$ cat src/rtl/lut_sweep_eval.sv
// lut_sweep_eval: sweeps a runtime-loaded N_IN-input truth table row by row over a
// valid/ready stream and counts true minterms. Define LUT_SWEEP_CHECK_EN for checker ports.
module lut_sweep_eval #(
    parameter int N_IN = 4,
    parameter int TT_W = 2**N_IN
) (
    input  logic            clk,
    input  logic            reset,
    input  logic            start,
    input  logic            abort,
    input  logic [TT_W-1:0] tt_in,
    input  logic            row_ready,
`ifdef LUT_SWEEP_CHECK_EN
    input  logic            ext_f,
    output logic [N_IN:0]   mism_count,
    output logic            mism_any,
`endif
    output logic            row_valid,
    output logic [N_IN-1:0] row_in,
    output logic            row_out,
    output logic [N_IN:0]   ones_count,
    output logic            busy,
    output logic            done
);
    // state | meaning
    // IDLE  | no sweep running, nothing presented
    // SWEEP | presenting rows, waiting for transfers
    // DONE  | last row transferred, results frozen until next start
    typedef enum logic [1:0] {IDLE, SWEEP, DONE} stateT;

    localparam logic [N_IN:0] LAST_IDX = {1'b0, {N_IN{1'b1}}};
    localparam logic [N_IN:0] ONE      = {{N_IN{1'b0}}, 1'b1};

    stateT           state;
    logic [TT_W-1:0] ttLatch;
    logic [N_IN:0]   index;
    logic [N_IN:0]   indexNext;
    logic [N_IN:0]   rowOutExt;
    logic            xfer;
    logic            startAccept;

    assign indexNext   = index + ONE;
    assign rowOutExt   = {{N_IN{1'b0}}, row_out};
    assign xfer        = row_valid & row_ready;
    // abort outranks start in every state
    assign startAccept = (state == IDLE || state == DONE) && start && !abort;

    always_ff @(posedge clk or posedge reset) begin
        if (reset) begin
            state      <= IDLE;
            ttLatch    <= '0;
            index      <= '0;
            row_valid  <= 1'b0;
            row_in     <= '0;
            row_out    <= 1'b0;
            ones_count <= '0;
            busy       <= 1'b0;
            done       <= 1'b0;
        end else begin
            case (state)
                IDLE, DONE: begin
                    if (startAccept) begin
                        state      <= SWEEP;
                        ttLatch    <= tt_in;
                        index      <= '0;
                        row_valid  <= 1'b1;
                        row_in     <= '0;
                        row_out    <= tt_in[0];
                        ones_count <= '0;
                        busy       <= 1'b1;
                        done       <= 1'b0;
                    end
                end
                SWEEP: begin
                    // an abort cycle never counts as a transfer
                    if (abort) begin
                        state     <= IDLE;
                        row_valid <= 1'b0;
                        busy      <= 1'b0;
                    end else if (xfer) begin
                        ones_count <= ones_count + rowOutExt;
                        if (index == LAST_IDX) begin
                            state     <= DONE;
                            row_valid <= 1'b0;
                            busy      <= 1'b0;
                            done      <= 1'b1;
                        end else begin
                            index   <= indexNext;
                            row_in  <= indexNext[N_IN-1:0];
                            row_out <= ttLatch[indexNext[N_IN-1:0]];
                        end
                    end
                end
                default: state <= IDLE;
            endcase
        end
    end

`ifdef LUT_SWEEP_CHECK_EN
    always_ff @(posedge clk or posedge reset) begin
        if (reset) begin
            mism_count <= '0;
            mism_any   <= 1'b0;
        end else if (startAccept) begin
            mism_count <= '0;
            mism_any   <= 1'b0;
        end else if (state == SWEEP && !abort && xfer && (ext_f != row_out)) begin
            mism_count <= mism_count + ONE;
            mism_any   <= 1'b1;
        end
    end
`endif

endmodule

$ cat config.mk
export PLATFORM = sky130hd
export DESIGN_NAME = lut_sweep_eval
export DESIGN_NICKNAME = d
export VERILOG_FILES = /design/src/rtl/lut_sweep_eval.sv
export SDC_FILE = /design/constraint.sdc
export NUM_CORES = 1
export LEC_CHECK = 0
export CAP_MARGIN = 15
export CORE_MARGIN = 2
export CORE_UTILIZATION = 66
export DETAILED_ROUTE_END_ITERATION = 6
export DONT_BUFFER_PORTS = 1
export MAX_ROUTING_LAYER = met4
export PLACE_DENSITY = 0.88
export SETUP_SLACK_MARGIN = 0.02
export SYNTH_ARGS = -nofsm -noshare
export SYNTH_HDL_FRONTEND = slang
export SYNTH_SLANG_ARGS = --single-unit
$ cat constraint.sdc
create_clock -name clk -period 5.8 [get_ports clk]
set_clock_uncertainty 0.1 [all_clocks]
set_input_delay 0.58 -clock clk [delete_from_list [all_inputs] [get_ports clk]]
set_output_delay 0.58 -clock clk [all_outputs]
set_load 0.1 [all_outputs]
### After elaboration in Yosys (flattened, before gate mapping)

Cells that the tools add are included.
W data, S select, Z words.

| word-level totals | value |
|---|---|
| bits in registers | 35 |
| input bits | 21 |
| output and inout bits | 13 |
| word-level logic and storage cells | 70 |

| operators by class | value |
|---|---|
| add/subtract/negate cells | 2 |
| $lt $le $gt $ge | 1 |
| equality and inequality tests | 10 |
| muxes and demuxes | 35 |
| bitwise logic cells | 1 |
| reduce and logical (&&, ||, !) cells | 13 |

Operators with widths:

| kind | number |
|---|---|
| $mux W5 | 6 |
| $pmux W5 S2 | 2 |
| $mux W4 | 4 |
| $mux W1 | 13 |
| $ne A2 B2 Y1 const B | 5 |
| $reduce_and A5 Y1 | 2 |
| $mux W2 | 4 |
| $pmux W4 S2 | 1 |
| $reduce_and A4 Y1 | 2 |
| $ne A3 B3 Y1 const B | 2 |
| $pmux W1 S2 | 3 |
| $add A5 B1 Y5 | 1 |
| $add A5 B1 Y5 const B | 1 |
| $eq A5 B4 Y1 const B | 1 |
| $lt A4 B5 Y1 const B | 1 |
| $bmux W1 S4 | 1 |
| $pmux W2 S2 | 1 |
| $reduce_and A3 Y1 | 1 |
| $eq A2 B1 Y1 const B | 1 |
| $eq A2 B2 Y1 const B | 1 |
| $logic_and A1 B1 Y1 | 2 |
| $logic_not A2 Y1 | 1 |
| $reduce_and A2 Y1 | 1 |
| $reduce_bool A2 Y1 | 1 |
| 4 further kinds | 4 |

### Logic depth before layout (Yosys ltp)

| logic depth | value |
|---|---|
| depth in word-level cells | 7 |
| mapped depth | 8 |
| depth with buffers taken out | 7 |

### Least setup slack after synthesis

No wires, ideal clock.

| path | value |
|---|---|
| kind | register to register |
| start | reg, netlist name busy |
| end | reg row_out |
| setup time | 0.128 ns |
| data arrival time | 1.946 ns |
| data required time | 5.572 ns |
| slack | 3.625 ns |
| cell stages (with the launch flop) | 5 |
| path buffers | 0 |
| clock period less this slack | 2.175 ns |
| path through | dfrtp_1 -> nand2_1 -> or4_1 -> a31oi_1 -> a31oi_1 |

RTL lines:

| what | RTL line | text |
|---|---|---|
| end signal: assignment | 68 | `row_out <= tt_in[0];` |
| end signal: assignment | 90 | `row_out <= ttLatch[indexNext[N_IN-1:0]];` |
| end: declaration | 20 | `output logic row_out,` |

==> impl_metrics.py <==
metrics = {
    "status": {
        "status": "completed",
    },
    "hold_path": {
        "min_from": "tt_in[9]",
        "hold_class": "primary input to register",
    },
    "pwr": {
        "swShare": 0.389,
        "pwr-share-seq": 0.617,
        "pwr-share-clk": 0.229,
        "pwr-share-comb": 0.154,
        "p_sw_uw": 216,
        "p_leak_nw": 0.802,
        "ir_drop_v": 0.000226,
        "p_total_uw": 555,
        "intPower_uw": 339,
        "cellPowerDensity_mw_per_mm2": 340,
    },
    "synth": {
        "yosys-top-cells-area": "dfrtp_1 (49%), nand2_1 (15%), buf_4 (3.3%)",
        "netlist.area_leader.share": 0.491,
        "synth-seq-area-share": 0.491,
        "syn_area_per_cell_sq_um": 9.29,
        "yosysUniqueCellTypes": 31,
        "synth.most_common_cell": "nand2_1",
        "synth-edff-count": 0,
        "synthesis.nets": 195,
        "synth_ff_type": "dfrtp_1",
        "synth_async_sr_flop_share": 1.00,
        "synth_top_cell_by_area": "dfrtp_1",
        "synth.top_cells.by_count": "nand2_1 (64), dfrtp_1 (31), o21ai_0 (10), buf_4 (7), nor2_1 (7)",
        "synth_cells": 170,
        "ys_seq_elements": 31,
        "netlist_area_sq_mm": 0.00158,
        "synth_warnings": 0,
    },
    "floorplanning": {
        "rows": 17,
        "die_h_um": 52.9,
        "dieArea_sq_mm": 0.00280,
        "die_w_um": 52.9,
        "start_util": 0.707,
        "io_pins": 34,
        "coreArea_sq_mm": 0.00223,
    },
    "sta": {
        "timing.fmax_mhz": 350,
        "rsz0062_at_grt": "no",
        "period_share": 0.493,
        "slew_violations": 0,
        "final-hold-violation-count": 0,
        "setup_tns_ns": 0,
        "finalSetupViolCount": 0,
        "tightest_slew_ns": 1.14,
        "period_needed_ns": 2.86,
        "whs_ns": 0.256,
        "maxSlewHeadroom": 0.239,
    },
    "layout": {
        "area_growth_pct": 3.49,
        "drive_gt1_frac": 0.108,
        "diodes": 0,
        "nNetsFinal": 192,
        "instances_no_fill": 195,
        "fill_cells": 165,
    },
    "clocking": {
        "cts_buffer_depth": 2,
        "cts_tree": "done",
        "clock_latency_ns": 0.32,
        "clockRootBuffer": "clkbuf_4",
        "cts_made_buffers": 5,
        "h-tree-depth": 2,
        "clkSinkCount": 31,
        "path_clk_slew_ns": 0.10,
    },
    "worst_setup_path": {
        "end_kind": "register",
        "cp.required_ns": 5.90,
        "critPathSlowestCell": "dfrtp_1",
        "cp_max_fo": 8,
        "critPathLaunch": "row_in[0]",
        "path_class": "register to register",
        "r2r_start": "row_in[0]",
        "cpPeakStageDelay_ns": 0.83,
        "crit_chain": "ha_1 -> and3_1 -> ha_1 -> o32ai_1 -> nand2b_1 -> o21ai_0 -> o31ai_1",
        "startpoint_type": "register",
        "path_common_cell": "ha_1",
        "arrival_ns": 2.96,
    },
    "placed_design": {
        "placedCellCount": 186,
        "io_buffers": 0,
        "hpwl_mm": 2.22,
        "gp_congestion": 0.872,
    },
    "global_routing": {
        "grt_pass1_vias": 1132,
        "grt_usage": 0.279,
        "grt_pass1_wl_mm": 5.28,
        "grt_max_degree": 32,
        "antenna_found_initial": 0,
        "grt-ovfl-total": 0,
    },
    "drt": {
        "viasPerCell": 5.98,
        "drt_iter0_drc": 36,
        "wl_per_cell_um": 16.3,
        "first_pass_iters": 6,
        "vias": 1167,
        "drt_wl_total_mm": 3.18,
        "final_antenna_net_count": 0,
        "route.detailed.drc": 0,
    },
    "flow_run": {
        "drv_cap": 0,
    },
}
-- cells in the final DEF, fill, tap and decap left out --
cell type,count
xor2_2,1
a21oi_1,2
nand2b_1,2
nand3_2,1
nor2_1,7
nor3_2,1
buf_16,1
inv_2,1
clkbuf_4,5
dfrtp_1,30
nor3b_2,1
dfrtp_2,1
clkinv_2,1
or4_1,1
nand3_1,2
o211ai_1,1
mux4_1,1
a31oi_1,2
o21ai_0,10
mux4_2,2
nand2_1,64
o32ai_1,1
nand2b_2,1
o31ai_1,4
mux2i_1,2
clkbuf_8,1
mux2_1,1
inv_1,6
xor2_1,4
and3_1,2
nand4_1,2
dlygate4sd3_1,1
xnor2_2,1
ha_1,4
-- area by class of cell --
cell class              count  area [sq um]  area share
well taps                  28          35.0      0.0214
flip-flops and latches     31           777       0.475
multi-input cells         120           702       0.430
inverters                   7          26.3      0.0161
clock buffers               6          51.3      0.0314
clock inverters             1          5.00     0.00306
repair buffers              2          37.5      0.0230
-- critical path, delay by kind of cell, from the launching register on --
family	cells	cell delay, ns
simple gates	2	0.43
compound gates	3	0.65
flops	1	0.83
fa+ha+maj	2	0.74
-- routing by layer --
layer / vias to the layer above / wire [um] / track usage
li1: 543 / - / -
met1: 563 / 1330 / 0.344
met2: 52 / 1570 / 0.427
met3: 9 / 204 / 0.0791
met4: 0 / 78 / 0.132
met5: - / 0 / -
-- worst paths after layout --
check                           endpoint  slack, ns  cells past startpoint
max                            row_in[2]       2.94                      7
min                           ttLatch[9]       0.26                      2
max reg2reg                    row_in[2]       2.94                      7
min reg2reg                  ttLatch[11]       0.38                      2
max in group asynchronous    ttLatch[14]       4.59                      3
min in group asynchronous  ones_count[1]       0.56                      2
-- state kept, by name (all words and copies together), names as in the netlist --
| signal | cells |
|---|---|
| row_in | 3 |
| index | 2 |
| row_out | 1 |
| ones_count | 5 |
| state | 2 |
| ttLatch | 16 |
| busy | 1 |
| done | 1 |
-- power by group through the flow --
stage	combinational, mW	sequential (mW)	clock, mW
4_1_cts	0.0822	0.342	0.129
2_1_floorplan	0.113	0.303	0
3_5_place_dp	0.0819	0.346	0
3_3_place_gp	0.0745	0.344	0
5_1_grt	0.0988	0.347	0.139
6_report	0.0856	0.342	0.127
-- cell families (layout without fill, tap and decap cells) --
group / after synthesis / count (layout) / synth area share
compound gates: 20 / 20 / 0.0753
simple gates: 84 / 84 / 0.230
fa+ha+maj: 4 / 4 / 0.0317
flops: 31 / 31 / 0.491
xor+xnor: 6 / 6 / 0.0428
mux: 6 / 6 / 0.0650
buf+inv: 19 / 16 / 0.0642
-- stage by stage --
step | utilization | area (sq um) | setup slack (ns)
finish | 0.732 | 1630 | 2.94
global route | 0.732 | 1630 | 2.79
global placement | 0.690 | 1540 | 3.04
detailed placement | 0.690 | 1540 | 2.96
floorplan | - | 1580 | 3.63
CTS | 0.715 | 1600 | 2.96
-- timing repair --
action / in CTS / in global routing
setup buffers: 0 / 0
resized for setup: 0 / 0
endpoints found under the hold margin: 0 / 6
hold buffers: 0 / 1
Power figures use the tool's default switching activity.
